==> src/rtl/game_pkg.sv <==
// Shared types and helpers for the Minesweeper game-status tracker.
// The state enum is also the encoding driven on the 2-bit state output.
package game_pkg;

    typedef enum logic [1:0] {
        IDLE    = 2'd0,
        PLAYING = 2'd1,
        LOST    = 2'd2,
        WON     = 2'd3
    } game_state_e;

    localparam int MINE_CODE_DEF = 9;

    // Bits needed to hold values 0..value-1, never less than 1.
    function automatic int clog2(input int value);
        int r;
        r = 0;
        for (int i = 0; i < 31; i++) begin
            if ((1 << i) < value) r = i + 1;
        end
        return (r < 1) ? 1 : r;
    endfunction

endpackage

==> src/rtl/game_status_fsm_if.sv <==
// Reveal handshake between the click controller (master) and the status tracker (slave).
interface game_status_fsm_if #(
    parameter int IDX_W  = 6,
    parameter int CELL_W = 4
);
    logic              reveal_valid;
    logic              reveal_ready;
    logic [IDX_W-1:0]  reveal_idx;
    logic [CELL_W-1:0] reveal_val;

    modport master (output reveal_valid, reveal_idx, reveal_val, input reveal_ready);
    modport slave  (input reveal_valid, reveal_idx, reveal_val, output reveal_ready);
endinterface

==> src/rtl/game_timer.sv <==
// Saturating elapsed-seconds counter; counts sec_tick pulses while enabled.
module game_timer
    import game_pkg::*;
#(
    parameter  int TIME_MAX = 999,
    localparam int T_W      = clog2(TIME_MAX + 1)
) (
    input  logic           clk,
    input  logic           rst,
    input  logic           clr,
    input  logic           en,
    input  logic           tick,
    output logic [T_W-1:0] count
);

    localparam logic [T_W-1:0] MAX_CNT = T_W'(TIME_MAX);

    logic [T_W-1:0] count_q, count_d;

    always_comb begin
        count_d = count_q;
        if (clr) begin
            count_d = '0;
        end else if (en && tick && (count_q < MAX_CNT)) begin
            count_d = count_q + T_W'(1);
        end
    end

    // NOTE: sequential state uses <= so every flop samples the pre-edge values.
    always_ff @(posedge clk) begin
        if (rst) count_q <= '0;
        else     count_q <= count_d;
    end

    assign count = count_q;

endmodule

==> src/rtl/game_status_fsm.sv <==
// Event-driven Minesweeper game-status tracker: revealed bitmap, safe-cell
// count, IDLE/PLAYING/LOST/WON state machine and elapsed-seconds timer.
module game_status_fsm
    import game_pkg::*;
#(
    parameter  int ROWS      = 8,
    parameter  int COLS      = 8,
    parameter  int NUM_MINES = 10,
    parameter  int CELL_W    = 4,
    parameter  int MINE_CODE = MINE_CODE_DEF,
    parameter  int TIME_MAX  = 999,
    localparam int N         = ROWS * COLS,
    localparam int IDX_W     = clog2(N),
    localparam int CNT_W     = clog2(N + 1),
    localparam int T_W       = clog2(TIME_MAX + 1)
) (
    input  logic                   clk,
    input  logic                   rst,
    input  logic                   new_game,
    input  logic                   sec_tick,
    game_status_fsm_if.slave       rev,
    output logic [1:0]             state,
    output logic                   dead,
    output logic                   won,
    output logic [CNT_W-1:0]       revealed_cnt,
    output logic [T_W-1:0]         elapsed_sec,
    output logic                   game_over,
    output logic                   bad_idx
);

    localparam logic [CNT_W-1:0] SAFE_CNT = CNT_W'(N - NUM_MINES);

    game_state_e       state_q, state_d;
    logic [N-1:0]      bitmap_q, bitmap_d;
    logic [CNT_W-1:0]  cnt_q, cnt_d;
    logic              dead_q, dead_d;
    logic              won_q, won_d;
    logic              game_over_q, game_over_d;
    logic              bad_idx_q, bad_idx_d;

    logic [IDX_W-1:0]  idx;
    logic              accept;
    logic              in_range;
    logic              is_mine;

    assign idx              = rev.reveal_idx;
    assign rev.reveal_ready = ((state_q == IDLE) || (state_q == PLAYING)) && !new_game;
    assign accept           = rev.reveal_valid && rev.reveal_ready;
    assign in_range         = int'(idx) < N;
    assign is_mine          = int'(rev.reveal_val) >= MINE_CODE;

    // NOTE: every always_comb output gets a default first so no latch is inferred.
    always_comb begin
        state_d   = state_q;
        bitmap_d  = bitmap_q;
        cnt_d     = cnt_q;
        bad_idx_d = 1'b0;

        if (new_game) begin
            state_d  = IDLE;
            bitmap_d = '0;
            cnt_d    = '0;
        end else if (accept) begin
            if (!in_range) begin
                bad_idx_d = 1'b1;
            end else if (!bitmap_q[idx]) begin
                bitmap_d[idx] = 1'b1;
                if (is_mine) begin
                    state_d = LOST;
                end else begin
                    cnt_d   = cnt_q + CNT_W'(1);
                    state_d = (cnt_d == SAFE_CNT) ? WON : PLAYING;
                end
            end
        end

        // Status flags are registered copies of the next state; game_over marks the entry edge.
        dead_d      = (state_d == LOST);
        won_d       = (state_d == WON);
        game_over_d = ((state_d == LOST) || (state_d == WON)) && (state_d != state_q);
    end

    // NOTE: the bitmap is a plain flop vector, not a RAM, so clearing it on reset is cheap and safe.
    always_ff @(posedge clk) begin
        if (rst) begin
            state_q     <= IDLE;
            bitmap_q    <= '0;
            cnt_q       <= '0;
            dead_q      <= 1'b0;
            won_q       <= 1'b0;
            game_over_q <= 1'b0;
            bad_idx_q   <= 1'b0;
        end else begin
            state_q     <= state_d;
            bitmap_q    <= bitmap_d;
            cnt_q       <= cnt_d;
            dead_q      <= dead_d;
            won_q       <= won_d;
            game_over_q <= game_over_d;
            bad_idx_q   <= bad_idx_d;
        end
    end

    game_timer #(.TIME_MAX(TIME_MAX)) u_timer (
        .clk   (clk),
        .rst   (rst),
        .clr   (new_game),
        .en    (state_q == PLAYING),
        .tick  (sec_tick),
        .count (elapsed_sec)
    );

    assign state        = state_q;
    assign dead         = dead_q;
    assign won          = won_q;
    assign revealed_cnt = cnt_q;
    assign game_over    = game_over_q;
    assign bad_idx      = bad_idx_q;

endmodule

==> src/flat_wrapper.sv <==
// flat-port wrapper written by rule: the top's interface ports become plain ports
module game_status_fsm_flat import game_pkg::*;
#(
    parameter  int ROWS      = 8,
    parameter  int COLS      = 8,
    parameter  int NUM_MINES = 10,
    parameter  int CELL_W    = 4,
    parameter  int MINE_CODE = MINE_CODE_DEF,
    parameter  int TIME_MAX  = 999,
    localparam int N         = ROWS * COLS,
    localparam int IDX_W     = clog2(N),
    localparam int CNT_W     = clog2(N + 1),
    localparam int T_W       = clog2(TIME_MAX + 1)
)
  (clk, rst, new_game, sec_tick, state, dead, won, revealed_cnt, elapsed_sec, game_over, bad_idx, rev_reveal_valid, rev_reveal_idx, rev_reveal_val, rev_reveal_ready);
  game_status_fsm_if #(.IDX_W(6), .CELL_W(CELL_W)) rev_i ();
  input  logic clk;
  input  logic rst;
  input  logic new_game;
  input  logic sec_tick;
  output logic [1:0] state;
  output logic dead;
  output logic won;
  output logic [CNT_W-1:0] revealed_cnt;
  output logic [T_W-1:0] elapsed_sec;
  output logic game_over;
  output logic bad_idx;
  input wire logic [$bits(rev_i.reveal_valid)-1:0] rev_reveal_valid;
  input wire logic [$bits(rev_i.reveal_idx)-1:0] rev_reveal_idx;
  input wire logic [$bits(rev_i.reveal_val)-1:0] rev_reveal_val;
  output wire logic [$bits(rev_i.reveal_ready)-1:0] rev_reveal_ready;
  assign rev_i.reveal_valid = rev_reveal_valid;
  assign rev_i.reveal_idx = rev_reveal_idx;
  assign rev_i.reveal_val = rev_reveal_val;
  assign rev_reveal_ready = rev_i.reveal_ready;
  game_status_fsm #(.ROWS(ROWS), .COLS(COLS), .NUM_MINES(NUM_MINES), .CELL_W(CELL_W), .MINE_CODE(MINE_CODE), .TIME_MAX(TIME_MAX)) u_core (.clk(clk), .rst(rst), .new_game(new_game), .sec_tick(sec_tick), .rev(rev_i), .state(state), .dead(dead), .won(won), .revealed_cnt(revealed_cnt), .elapsed_sec(elapsed_sec), .game_over(game_over), .bad_idx(bad_idx));
endmodule
==> config.mk <==
export PLATFORM = sky130hd
export DESIGN_NAME = game_status_fsm_flat
export DESIGN_NICKNAME = d
export VERILOG_FILES = /design/src/rtl/game_pkg.sv /design/src/rtl/game_status_fsm_if.sv /design/src/rtl/game_timer.sv /design/src/rtl/game_status_fsm.sv /design/src/flat_wrapper.sv
export SDC_FILE = /design/constraint.sdc
export NUM_CORES = 1
export LEC_CHECK = 0
export ABC_AREA = 0
export CORE_MARGIN = 5
export CORE_UTILIZATION = 50
export CTS_CLUSTER_SIZE = 8
export DETAILED_ROUTE_END_ITERATION = 10
export GPL_ROUTABILITY_DRIVEN = 0
export PLACE_DENSITY = 0.7
export SETUP_SLACK_MARGIN = 0.05
export SLEW_MARGIN = 20
export SYNTH_ARGS = -nofsm -noshare
export SYNTH_HDL_FRONTEND = slang
export SYNTH_SLANG_ARGS = --single-unit
==> constraint.sdc <==
create_clock -name clk -period 2.93 [get_ports clk]
set_input_delay 0.7325 -clock clk [delete_from_list [all_inputs] [get_ports clk]]
set_output_delay 0.7325 -clock clk [all_outputs]
set_load 0.01 [all_outputs]
==> results of run 1 <==
[flip-flops by register name, indices dropped and copies added (netlist names)]
signal                cells
u_core.bitmap_q          64
u_core.u_timer.count     10
u_core.revealed_cnt       7
u_core.state              2
u_core.dead               1
u_core.game_over          1
u_core.won                1
[routing by layer]
layer	GRT usage, %	vias up	wire [um]
met2	33.68	123	4768
met1	28.44	1657	4422
met5	0	-	0
met3	4.929	16	683
li1	-	1719	-
met4	5.538	0	162
[path summary, 6_finish.rpt]
kind / start / to / slack (ns) / cells after the start
worst min register to register: u_core.bitmap_q[58] / u_core.bitmap_q[58] / 0.46 / 2
worst max register to register: u_core.bitmap_q[33] / u_core.bitmap_q[23] / 0.63 / 7
worst max-delay path: new_game / rev_reveal_ready / 0.18 / 5
worst min-delay path: u_core.bitmap_q[58] / u_core.bitmap_q[58] / 0.46 / 2
[power by group through the flow]
stage	Clock, mW	Sequential [mW]	Combinational (mW)
floorplan	0	1.20	0.107
global placement	0	1.20	0.205
detailed placement	0	1.20	0.207
CTS	0.860	1.17	0.209
global route	0.900	1.17	0.227
finish	0.841	1.17	0.213
[final cells by class]
cell class | count | area share (%)
repair buffers | 91 | 16.88
clock buffers | 12 | 3.185
well taps | 102 | 2.620
flip-flops and latches | 86 | 35.35
inverters | 5 | 0.3853
multi-input cells | 319 | 40.66
clock inverters | 4 | 0.9247
[timing repair]
item | 4_1_cts | 5_1_grt
gates resized for setup | 11 | 2
endpoints found under the setup margin | 70 | 5
pin swaps | 1 | 1
hold buffers | 0 | 0
[logic make-up after synthesis]
kind of cell               synth area share, %
and+or+nand+nor                          20.43
AOI/OAI and AO/OA                        19.29
DFF                                      44.69
buffers and inverters                    4.579
muxes                                    7.437
xor gates and xnor gates                 2.501
adders and majority gates               0.9744
other                                  0.09734
[critical path: cells and delay by family]
family                 cells  cell delay [ns]
buffers and inverters      4             1.18
and+or+nand+nor            1             0.11
[cell usage in the layout, fill, tap and decap left out, types with 4 or more instances in the layout]
master                             n
sky130_fd_sc_hd__clkbuf_8         11
sky130_fd_sc_hd__a32o_1            6
sky130_fd_sc_hd__nand3_1          21
sky130_fd_sc_hd__clkdlybuf4s50_1  34
sky130_fd_sc_hd__nand2b_1          4
sky130_fd_sc_hd__a31oi_1           5
sky130_fd_sc_hd__nand2_1          75
sky130_fd_sc_hd__a21oi_1          10
sky130_fd_sc_hd__nor2b_1           5
sky130_fd_sc_hd__xor2_1            6
sky130_fd_sc_hd__inv_1             4
sky130_fd_sc_hd__o21ai_0          55
sky130_fd_sc_hd__mux2i_1          17
sky130_fd_sc_hd__or3_1             4
sky130_fd_sc_hd__xnor2_1           5
sky130_fd_sc_hd__nand3b_1          5
sky130_fd_sc_hd__o31ai_1           4
sky130_fd_sc_hd__nor2_1           24
sky130_fd_sc_hd__and3_1            5
sky130_fd_sc_hd__buf_4            48
sky130_fd_sc_hd__dfxtp_1          86
==> run summary, run 1 <==
The max-slew violation total from the final report came to 0. With fillers left out, the area of the finished cells amounts to between 4000 and 5000 um^2. The switching power share of the total came out at between 20% and 30%. The synthesized design contains 86 register bits. After layout, the worst setup slack is 0.1821 ns.

The final-layout worst hold slack came out at approximately 0.46 ns. The netlist area before placement is 3852 um^2. The relative slew slack is approximately 62%. The root buffer cell chosen for the clock tree is sky130_fd_sc_hd__clkbuf_8. The first global-routing pass estimated 16,390 um of wire. The total power divided by cell area came out at roughly 460 nW/um^2. The count of placed standard cells in the final layout, fillers left out is 619. Yosys printed 0 warnings. Traced cell by cell, the critical path runs through clkdlybuf4s50_1 -> nor2_1 -> buf_4 -> buf_4 -> clkdlybuf4s50_1. The total global-route track usage is 20.95%. The area share of the largest cell type after synthesis came out at between 40% and 50%.

The number of placed instances, taps included, is roughly 600. The largest net degree at the start of global routing came out at 37. The part of the total power dissipated in sequential elements is a little over half. The final-layout setup total negative slack came out at 0 ns. The initial core utilization is 50.64%. The synthesized design spends more area on one cell type than any other, namely sky130_fd_sc_hd__dfxtp_1. The type of the worst setup path is primary input to output port. In the final layout, flip-flops and latches occupy 1722 um^2. The maximum buffer depth of the clock tree is 2. The final core utilization is 64.03%. The post-route antenna net violation count is 0. At the pin with the least slew margin, the transition time is ~0.57 ns. The clock power share is approximately 38%. The CTS clock-pin slew for the worst setup and hold paths is roughly 0.070 ns. Cell internal power was estimated by the tool at approximately 1.7 mW. Yosys instantiated no cell more often than sky130_fd_sc_hd__dfxtp_1.

After global routing the overflow that remains totals 0. TritonCTS built the clock tree. The estimated wirelength of the detail-placed design came out at roughly 7400 um. The max-cap violation count is 0. The standard cell core area is around 7600 um^2.

The post-synthesis cell type count is 64. The number of antenna diodes in the final layout is 0. The post-route minimum period came out at about 2.7 ns. The hold violation count in the final report is 0. The share of synthesized registers carrying an async set or reset is 0%. For this run, the leading register cell type out of synthesis is sky130_fd_sc_hd__dfxtp_1. The number of global-route vias before repair is 3,277.

The die width came out at ~98 um. The die boundary height is 97.78 um. The final setup violation count came out at 0.

Setup repair after global routing left no endpoint under its margin. The routed layout has 3,515 vias. STA classifies the critical path startpoint as a primary input.

The first TritonRoute pass finished after 5 iterations. Combinational logic is responsible for a little under a tenth of the overall power. The initial detailed-routing violation count is ~320. The final layout contains routed wiring with a total length of 10,040 um. The clock sink count came out at 86. The area of the die is 9560 um^2.

The number of flops mapped to enable cells by yosys came out at 0. The arrival time of data at the critical path endpoint is 2.02 ns. The overall power consumption came out at about 2.2 mW. The post-synthesis sequential area ratio came out at between 40% and 50%. Summing all multi-input logic gate instances after layout gives a little under 2000 um^2. By area the synthesized netlist is led by sky130_fd_sc_hd__dfxtp_1 45%, sky130_fd_sc_hd__nand2_1 7.3%, sky130_fd_sc_hd__o21ai_0 7.3%, sky130_fd_sc_hd__mux2i_1 4.4%, sky130_fd_sc_hd__nand3_1 2.7%. The maximum resistive drop on vdd is between 0.3 and 0.4 mV.

The layout cell share with drive strength beyond 1 is between 10% and 20%. The floorplan has 32 rows. The initial antenna violation count came out at 0. At the end of the flow, the number of nets in the layout was 530. The placed instances occupy a cell area of ~4600 um^2. The post-synthesis cell count is approximately 440. The count of buffers added on input and output ports is 37. The layout-stage area growth over the synthesis result is 26.44%. The mean area per synthesized cell came out at roughly 9 um^2.

Clock latency on the worst-skew pair, taken at its later pin, is approximately 0.35 ns. The analysis attributes to cell leakage a power of 1.803 nW. The clock tree skew after final layout is 0.01491 ns. Sorting the synthesized cells by how often they occur yields 86 x sky130_fd_sc_hd__dfxtp_1, 75 x sky130_fd_sc_hd__nand2_1, 56 x sky130_fd_sc_hd__o21ai_0, 25 x sky130_fd_sc_hd__nor2_1, 21 x sky130_fd_sc_hd__nand3_1. At the worst endpoint, the required time is between 2 and 2.5 ns. The number of fillers in the final layout came out at 679. For this design the total switching power over the nets is approximately 0.52 mW. The H-tree depth is 3. In this run the worst hold path is classified as register to register. The average via count per standard cell came out at 5.679. In the final routed layout, each cell accounts on average for 16.21 um. In the routed design, unresolved DRC markers number 0. In this run the count of I/O pins placed on the die edge is 39. The maximum fanout count along the critical path is 2. The maximum clock rate is ~360 MHz.

The share of the cycle needed by the critical path after routing came out at 93.78%. The largest stage delay on the critical path came out at ~0.52 ns. The number of post-CTS setup repair buffers came out at 0. The minimum setup slack after placement came out at -0.4543 ns. The net count of the mapped netlist is around 460.

On the critical path, the stage with the largest delay is an instance of sky130_fd_sc_hd__clkdlybuf4s50_1. STA classifies the critical path endpoint as an output port. The number of buffers created by CTS is 9.

The run finished with clean final reports.
Note: power is estimated with default switching activity, not from simulation.
==> run 2, diff against run 1 <==
--- a/config.mk
+++ b/config.mk
@@ -6,7 +6,7 @@
 export NUM_CORES = 1
 export LEC_CHECK = 0
 export ABC_AREA = 0
-export CORE_MARGIN = 5
+export CORE_MARGIN = 2
 export CORE_UTILIZATION = 50
 export CTS_CLUSTER_SIZE = 8
 export DETAILED_ROUTE_END_ITERATION = 10
==> run 2 against run 1 <==
Net effect:
- register-to-register slack gained 0.11 ns
- die area shrank 12%
- via count grew 0.71%
- clock skew shrank 0.0065 ns
- largest power group unchanged
- core utilization grew 0.66 points
- sequential share of layout area shrank 0.36 points
- critical path depth shrank 1
==> run summary, run 2 (synthesized netlist as in run 1, its figures left out) <==
The run finished with clean final reports. The maximum resistive drop on vdd came to 0.2695 mV (-12%). The cell depth of the worst flop-to-flop path is 7 (unchanged). The number of buffers and inverters on the critical path came out at 3 (-1). The clock tree from TritonCTS is done. The number of buffers created by CTS is 9 (unchanged). The initial antenna violation count is 0 (unchanged). The standard cell core area came out at 7607 um^2 (unchanged). The register-to-register setup slack came out at 0.74 ns (+0.11 ns). The post-route antenna net violation count was 0 (unchanged). On the critical path the largest part of the delay comes from buffers and inverters. The arrival time of data at the critical path endpoint is 2.09 ns (+0.07 ns). STA classifies the critical path startpoint as a primary input. The slowest stage of the critical path is the sky130_fd_sc_hd__clkdlybuf4s50_1 cell. The data required time at the worst endpoint is 2.20 ns (about the same).

The H-tree depth is 3 (unchanged). The area of placed instances is 4636 um^2 (-0.16%). The storage element area came out at 1722 um^2 (unchanged).

The total power divided by cell area is 476.5 nW/um^2 (+4.2%). The number of fillers in the final layout is 634 (-6.6%). The root buffer cell is sky130_fd_sc_hd__clkbuf_8.

The number of flip-flops under the largest register name is 64 (unchanged). The critical path goes through clkdlybuf4s50_1 -> nor2_1 -> buf_4 -> clkdlybuf4s50_1. The CTS clock-pin slew for the worst setup and hold paths is 0.09 ns (+0.02 ns). The average via count per standard cell is 5.719 (+0.71%). Setup repair after global routing left no endpoint under its margin.

The clock tree skew after final layout is 0.008378 ns (-0.006531 ns). The residual DRC count came out at 0 (unchanged). The post-route standard cell area excluding fillers is 4921 um^2 (+1.0%). The standby leakage power was 1.803 nW (about the same). The estimated wirelength of the detail-placed design is 7430 um (+0.89%). The area used by multi-input combinational logic came to 1994 um^2 (+0.69%). The max-slew violation total from the final report is 0 (unchanged). The final setup violation count came to 0 (unchanged). The post-route minimum period came out at 2.825 ns (+0.07707 ns). The area of the die is 8423 um^2 (-12%). The maximum fanout count along the critical path came out at 2 (unchanged). The final-layout worst hold slack is 0.4556 ns (-0.001770 ns). The total of buffers placed on input and output ports is 37 (unchanged).

The share of the cycle needed by the critical path after routing came to 96.42% (+2.6 points). The clock latency on the worst-skew pair came out at 0.37 ns (+0.02 ns). The most numerous cell type found on the critical path is sky130_fd_sc_hd__clkdlybuf4s50_1.

The overall power consumption is 2.345 mW (+5.3%). The total number of vias is 3,540 (+0.71%). The worst setup path is captured at an output port. The type of the worst setup path is primary input to output port. The worst register-to-register path ends at u_core.revealed_cnt[6].

The layout cell share with drive strength beyond 1 came out at 17.41% (+0.39 points). The die boundary height came to 91.78 um (-6.1%). The global-route wire length before repair came out at 16,700 um (+1.9%).

The final wirelength is 10,240 um (+2.0%). The count of inserted antenna diode cells is 0 (unchanged). The number of global-route vias before repair came out at 3,336 (+1.8%). The launch instance of the worst register-to-register path is u_core.bitmap_q[11]. The hold violation count in the final report came to 0 (unchanged). The number of ports placed on the die boundary was 39 (unchanged). The largest stage delay on the critical path was 0.52 ns (about the same).

The total global-route track usage was 25.07% (+4.1 points). The most common cell after layout, fill and taps aside is sky130_fd_sc_hd__dfxtp_1. The area growth from synthesis to layout is 27.74%.

The clock sink count is 86 (unchanged). The initial detailed-routing violation count is 294 (-8.7%). The initial core utilization came to 50.64% (unchanged). The maximum buffer depth of the clock tree is 2 (unchanged). The top cell types in the final layout, fill and taps aside, are 86 x sky130_fd_sc_hd__dfxtp_1, 75 x sky130_fd_sc_hd__nand2_1, 55 x sky130_fd_sc_hd__o21ai_0. In this run the worst setup path begins at new_game.

The total grt overflow came out at 0 (unchanged). The max-cap violation count is 0 (unchanged). The critical path ends at rev_reveal_ready. The die width came out at 91.78 um (-6.1%). The number of cells on the worst hold path came out at 2 (unchanged). The detailed-router iteration count before antenna repair is 5 (unchanged). The net count reported at finish is 530 (unchanged). The worst min-delay path category is register to register. The final core utilization is 64.69% (+0.66 points).

The largest net degree at the start of global routing is 41 (+11%). u_core.bitmap_q holds more flip-flops than any other register. The post-detailed-route wirelength per cell is 16.53 um (+2.0%).

The instance count on the critical path is 4 (-1). The row count came out at 32 (unchanged). The maximum clock rate is 354.0 MHz (-2.7%).
[run 2: changes by cell type in the layout (fill, tap and decap cells not counted), sizes merged]
cell / change
clkbuf: -2
clkinv: -2
clkinvlp: +2
bufinv: +1
clkdlybuf4s15: -1
dlygate4sd2: +1
inv: +1
[run 2: area by class of cell]
class                           instances  share of cell area, %
Clock inverter                          6                  1.882
Sequential cell                        86                  34.99
Inverter                                5                 0.3814
Tap cell                              102                  2.593
Multi-Input combinational cell        319                  40.53
Clock buffer                           10                  2.797
Timing Repair Buffer                   91                  16.83
[run 2: layer usage]
layer / wire length [um] / global-route usage [%] / up-vias
met4: 204 / 10.57 / 0
met1: 4722 / 34.77 / 1710
met3: 522 / 3.698 / 18
li1: - / - / 1726
met5: 0 / 0 / -
met2: 4785 / 39.09 / 86
[run 2: what timing repair did]
| action | 4_1_cts | 5_1_grt |
|---|---|---|
| buffers inserted | 1 | 0 |
| gates resized for setup | 16 | 0 |
| endpoints found under the setup margin | 60 | 0 |
| hold buffers | 0 | 0 |
[run 2: power by group]
| group | internal (mW) | switching [mW] | leakage [nW] |
|---|---|---|---|
| registers | 1.17 | 0.00305 | 0.693 |
| clock network | 0.508 | 0.450 | 0.109 |
| logic | 0.0946 | 0.118 | 1.00 |
| total | 1.77 | 0.572 | 1.80 |
[run 2: worst min-delay path by stage]
| stage | from | endpoint | slack, ns |
|---|---|---|---|
| 2_1_floorplan | u_core.bitmap_q[43] | u_core.bitmap_q[43] | 0.42 |
| 3_3_place_gp | u_core.bitmap_q[7] | u_core.bitmap_q[7] | 0.43 |
| 3_5_place_dp | u_core.bitmap_q[6] | u_core.bitmap_q[6] | 0.43 |
| 4_1_cts | u_core.bitmap_q[6] | u_core.bitmap_q[6] | 0.46 |
| 5_1_grt | u_core.bitmap_q[6] | u_core.bitmap_q[6] | 0.48 |
| 6_report | u_core.bitmap_q[6] | u_core.bitmap_q[6] | 0.46 |
[run 2: worst min-delay path, delay by kind of cell, from the launching register on]
family / cells / cell delay [ns]
flip-flops: 1 / 0.33
AO/OA/AOI/OAI: 1 / 0.05
AND/OR/NAND/NOR: 1 / 0.04
[run 2: through the flow]
stage,setup WS (ns),cells,setup TNS (ns)
2_1_floorplan,0.1853,438,0
3_3_place_gp,-0.5001,602,-28.57
3_5_place_dp,-0.5226,602,-29.25
4_1_cts,0.09646,619,0
5_1_grt,0.07070,619,0
6_report,0.1050,619,0
